==> src/rtl/lives_pkg.sv <==
// Shared definitions for the lives controller.
// Holds the FSM state encoding, the lives ceiling, the default
// invulnerability length and blink bit, and a saturating increment helper.
package lives_pkg;

  typedef enum logic [1:0] {
    ALIVE     = 2'd0,
    INVULN    = 2'd1,
    GAME_OVER = 2'd2
  } state_t;

  localparam int MAX_LIVES          = 3;
  localparam int DEF_INVULN_FRAMES  = 64;
  localparam int DEF_BLINK_SHIFT    = 3;

  // Lives never go above MAX_LIVES.
  function automatic logic [1:0] sat_inc(input logic [1:0] v);
    return (v == 2'(MAX_LIVES)) ? v : v + 2'd1;
  endfunction

endpackage

==> src/rtl/frame_countdown.sv <==
// 8-bit frame countdown used to time the invulnerability window.
// Ports:
//   clk, resetN    clock, asynchronous active-low reset
//   clear          force count to 0 (highest priority)
//   load,load_val  load a new count (beats dec)
//   dec            decrement by one; holds at 0
//   count          current count
//   zero           count == 0
module frame_countdown (
  input  logic       clk,
  input  logic       resetN,
  input  logic       clear,
  input  logic       load,
  input  logic [7:0] load_val,
  input  logic       dec,
  output logic [7:0] count,
  output logic       zero
);

  always_ff @(posedge clk or negedge resetN) begin
    if (!resetN)                   count <= 8'd0;
    else if (clear)                count <= 8'd0;
    else if (load)                 count <= load_val;
    else if (dec && count != 8'd0) count <= count - 8'd1;
  end

  assign zero = (count == 8'd0);

endmodule

==> src/rtl/lives_controller.sv <==
// Player lives / invulnerability / game-over controller.
// A non-fatal hit costs a life and opens an invulnerability window of
// INVULN_FRAMES video frames during which the sprite blinks on counter
// bit BLINK_SHIFT. The last life lost enters GAME_OVER until newGame.
// Ports:
//   clk, resetN     clock, asynchronous active-low reset
//   startOfFrame    one-clk pulse per video frame
//   playerHit       collision pulse, sampled every clk
//   newGame         restart pulse (beats hit and extraLife)
//   extraLife       bonus-life pulse
//   lives           remaining lives (0..3)
//   lifeLost        one-clk pulse per accepted hit
//   invulnerable    high while in the invulnerability window
//   playerVisible   sprite draw enable (blinks while invulnerable)
//   gameOver        high when no lives remain
// Build option: define EXTRA_LIFE_EN to honour extraLife; otherwise the
// port is present but ignored.
module lives_controller
  import lives_pkg::*;
#(
  parameter int INIT_LIVES    = 3,
  parameter int INVULN_FRAMES = DEF_INVULN_FRAMES,
  parameter int BLINK_SHIFT   = DEF_BLINK_SHIFT
) (
  input  logic       clk,
  input  logic       resetN,
  input  logic       startOfFrame,
  input  logic       playerHit,
  input  logic       newGame,
  input  logic       extraLife,
  output logic [1:0] lives,
  output logic       lifeLost,
  output logic       invulnerable,
  output logic       playerVisible,
  output logic       gameOver
);

  state_t     state, state_n;
  logic [1:0] lives_q, lives_n;
  logic       lost_q, lost_n;
  logic       cnt_clear, cnt_load, cnt_dec, cnt_zero;
  logic [7:0] cnt;
  logic       extra_req, grant_extra;

`ifdef EXTRA_LIFE_EN
  assign extra_req = extraLife;
`else
  assign extra_req = 1'b0;
  logic unused_extra;
  assign unused_extra = extraLife;
`endif

  // Counter only runs down while invulnerable; in ALIVE it sits at 0, so a
  // hit coincident with startOfFrame just loads the full window.
  assign cnt_dec = startOfFrame && (state == INVULN);

  frame_countdown u_cnt (
    .clk      (clk),
    .resetN   (resetN),
    .clear    (cnt_clear),
    .load     (cnt_load),
    .load_val (8'(INVULN_FRAMES)),
    .dec      (cnt_dec),
    .count    (cnt),
    .zero     (cnt_zero)
  );

  always_comb begin
    state_n     = state;
    lives_n     = lives_q;
    lost_n      = 1'b0;
    cnt_clear   = 1'b0;
    cnt_load    = 1'b0;
    grant_extra = 1'b0;
    if (newGame) begin
      state_n   = ALIVE;
      lives_n   = 2'(INIT_LIVES);
      cnt_clear = 1'b1;
    end else begin
      case (state)
        ALIVE: begin
          if (playerHit) begin
            lost_n = 1'b1;
            if (lives_q <= 2'd1) begin
              lives_n = 2'd0;
              state_n = GAME_OVER;
            end else begin
              lives_n  = lives_q - 2'd1;
              state_n  = INVULN;
              cnt_load = 1'b1;
            end
          end else begin
            // A bonus arriving with an accepted hit is dropped.
            grant_extra = extra_req;
          end
        end
        INVULN: begin
          grant_extra = extra_req;
          // cnt_zero catches a window that somehow emptied without a frame
          // pulse so the FSM can never stick in INVULN.
          if ((cnt_dec && cnt == 8'd1) || cnt_zero) state_n = ALIVE;
        end
        GAME_OVER: ;
        default: state_n = ALIVE;
      endcase
      if (grant_extra) lives_n = sat_inc(lives_q);
    end
  end

  always_ff @(posedge clk or negedge resetN) begin
    if (!resetN) begin
      state   <= ALIVE;
      lives_q <= 2'(INIT_LIVES);
      lost_q  <= 1'b0;
    end else begin
      state   <= state_n;
      lives_q <= lives_n;
      lost_q  <= lost_n;
    end
  end

  // All outputs decode registered state only.
  assign lives        = lives_q;
  assign lifeLost     = lost_q;
  assign invulnerable = (state == INVULN);
  assign gameOver     = (state == GAME_OVER);

  always_comb begin
    case (state)
      INVULN:    playerVisible = cnt[BLINK_SHIFT];
      GAME_OVER: playerVisible = 1'b0;
      default:   playerVisible = 1'b1;
    endcase
  end

endmodule

==> config.mk <==
export PLATFORM = sky130hd
export DESIGN_NAME = lives_controller
export DESIGN_NICKNAME = d
export VERILOG_FILES = /design/src/rtl/lives_pkg.sv /design/src/rtl/frame_countdown.sv /design/src/rtl/lives_controller.sv
export SDC_FILE = /design/constraint.sdc
export NUM_CORES = 1
export LEC_CHECK = 0
export BUFFER_PORTS_ARGS = -buffer_cell sky130_fd_sc_hd__buf_2
export CORE_MARGIN = 5
export CORE_UTILIZATION = 56
export DETAILED_ROUTE_END_ITERATION = 6
export GPL_ROUTABILITY_DRIVEN = 0
export HOLD_SLACK_MARGIN = 0.15
export MAX_ROUTING_LAYER = met4
export PLACE_DENSITY_LB_ADDON = 0.12
export SYNTH_ARGS = -nofsm -noshare
export SYNTH_HDL_FRONTEND = slang
export SYNTH_SLANG_ARGS = --single-unit
==> constraint.sdc <==
create_clock -name clk -period 4 [get_ports clk]
set_clock_uncertainty 0.1 [all_clocks]
set_input_delay 0.4 -clock clk [delete_from_list [all_inputs] [get_ports clk]]
set_output_delay 0.4 -clock clk [all_outputs]
set_load 0.005 [all_outputs]
==> results.cfg <==
[worst_setup_path]
required_ps = 4060
crit_buf_inv = 1
cp_top_family = simple AND/OR/NAND/NOR gates
worstSetupStartpointType = flop
crit-reg2reg-launch = u_cnt.count[0]
critical-path-slowest-cell = sky130_fd_sc_hd__dfrtp_1
worstReg2RegEnd = u_cnt.count[5]
worst_endpoint_data_arrival_time_ps = 2260
crit_path_cell_trace = inv_1, ha_1, nor4b_1, a211o_1, or4_1, mux2i_1
r2r_setup_slk_ps = 1800
timing.critical_path.fanout_max = 12
critical-path-max-stage-delay_ps = 470
nature_of_the_critical_path_endpoint = flop
crit_type = reg -> reg
ff2ff_path_depth = 6

[floorplanning]
die_width_microns = 46.5
rows = 13
dieArea_sq_mm = 0.00216
boundaryPins = 12
fp.coreArea_sq_mm = 0.00128
die_h_microns = 46.5
initial_utilization_pct = 57.9

[global_route]
first_global_vias = 567
track_usage_pct = 16.8
grt_overflow = 0
number_of_antenna_violations_at_the_first_check_in_global_routing = 0
grt_start_max_net_pins = 14
grt_pass1_wl_mm = 2.45

[placed_design]
port_buffers = 10
numPlacedInstances = 100
place_hpwl_mm = 1.06

[run]
cap_violations = 0

[timing]
hold_slack_ps = 328
max_freq_mhz = 455
tightest_slew_margin_relative_to_the_limit_pct = 70.6
worst_pin_slew_ps = 435
slew_violations = 0
setup_repair_after_global_routing_missed_its_margin = no
setup-violations-final = 0
finalHoldViolations = 0
fin_setup_tns_ps = 0
finalCritPeriodShare_pct = 54.9
finalCriticalPeriod_ps = 2200

[drt]
dr_total_vias = 628
remaining_drc_errors = 0
drt-vias-per-instance = 5.98
dr.pass1.iters = 4
drt_iter0_markers = 18
post_drt_wl_per_cell_microns = 13.6
detail_route.wirelength_mm = 1.43
antenna_left = 0

[synth]
synthesis.yosys.warnings = 0
yosysSeqAreaShare_pct = 44.0
mappedNetlistArea_sq_um = 744
yosys-top-cells-count = 11 x sky130_fd_sc_hd__dfrtp_1, 6 x sky130_fd_sc_hd__inv_1, 6 x sky130_fd_sc_hd__nor2_1, 6 x sky130_fd_sc_hd__or3_1
postSynthAreaPerCell_sq_um = 9.67
postSynth.asyncResetShare_pct = 100
largest_area_contributor_in_the_netlist = sky130_fd_sc_hd__dfrtp_1
synth.ff_latch_count = 13
synth_most_common_cell = sky130_fd_sc_hd__dfrtp_1
netlist-cell-type-count = 30
ys_dominant_reg_cell = sky130_fd_sc_hd__dfrtp_1
synth.top_cell.area_share_pct = 37.0
synth.area.top_cells = sky130_fd_sc_hd__dfrtp_1 37%, sky130_fd_sc_hd__dfstp_2 7.1%, sky130_fd_sc_hd__ha_1 5.0%
postSynthNetCount = 86
netlist_instances = 77
synth-edff-count = 0

[power]
cellPowerDensity_mw_per_mm2 = 361
power.static_leakage_nw = 0.407
vdd.ir_drop.worst_mv = 0.179

[cts]
cts.htree.levels = 1
total_of_cells_resized_after_clock_tree_synthesis = 0
cts_tree = done
cts.path.max_buffers = 2
number_of_clock_sinks = 13
cts.reportedPaths.clkPinSlew_ps = 80
clock_buffer_count_from_cts = 3
cts.root.buffer_cell = sky130_fd_sc_hd__clkbuf_4
worst_skew_pair_later_pin_latency_ps = 280

[final_layout]
fin_cells = 105
antenna_cells_inserted = 0
flow.area_growth_from_synthesis_pct = 12.1
final_layout_size_suffix_gt1_share_pct = 17.8
final_net_count = 100

[min_path]
worst_hold_end = lifeLost
hold_path_depth = 2
hp-start = newGame
timing.hold.worst.class = in -> reg

[run_status]
outcome = finished, final reports clean
[metrics by stage]
step | power, mW | utilization [%] | setup WS [ps] | area, sq um
after floorplan | 0.202 | - | 2080 | 744
after global placement | 0.220 | 62.1 | 1840 | 798
after detailed placement | 0.222 | 62.1 | 1820 | 798
after CTS | 0.305 | 64.9 | 1810 | 835
after global routing | 0.320 | 64.9 | 1670 | 835
final | 0.301 | 64.9 | 1800 | 835
[how the worst max path moves through the flow]
stage,startpoint,endpoint,depth (start not counted)
after global routing,u_cnt.count[0],u_cnt.count[5],6
after global placement,u_cnt.count[0],u_cnt.count[5],6
after CTS,u_cnt.count[0],u_cnt.count[5],6
final,u_cnt.count[0],u_cnt.count[5],6
after floorplan,u_cnt.count[0],u_cnt.count[7],7
after detailed placement,u_cnt.count[0],u_cnt.count[5],6
[sequential cells by signal, indices dropped and copies added, names as in the netlist]
signal       count
u_cnt.count      8
lives            2
state            2
lifeLost         1
[routing by layer]
layer	vias up	GRT usage, %	share of wire [%]
met5	-	-	0
met4	0	8.52	1.9
met3	2	2.34	6.1
met2	21	27.2	45
met1	297	20.1	47
li1	308	-	-
[cell families after synthesis]
logic type	Yosys count	share of synthesized area, %
mux	2	2.69
xor+xnor	2	2.35
fa+ha+maj	3	5.04
flops	13	44.0
simple gates	35	28.7
buf+inv	8	5.04
compound gates	14	12.1
[area by class of cell]
type,count,area [sq um]
Sequential cell,13,328
Fill cell,104,450
Inverter,6,22.5
Tap cell,15,18.8
Multi-Input combinational cell,56,379
Timing Repair Buffer,11,60.1
Clock buffer,4,26.3
[where the power goes]
part	switching, mW	leakage (nW)	internal [mW]
registers	0.0108	0.170	0.142
logic	0.0357	0.222	0.0318
clock network	0.0429	0.0150	0.0387
total	0.0894	0.407	0.212
[cell usage in the layout, fill, tap and decap left out, drive strengths merged, types with 3 or more instances in the layout]
cell type	n
dfrtp	11
buf	10
inv	6
nor2	6
or3	6
nor3	5
a21oi	5
nand2	4
clkbuf	4
ha	3
[timing repair]
item | CTS | global route
setup buffers | 0 | 0
hold buffers | 1 | 0
endpoints found under the hold margin | 11 | 0
Power figures use the tool's default switching activity.
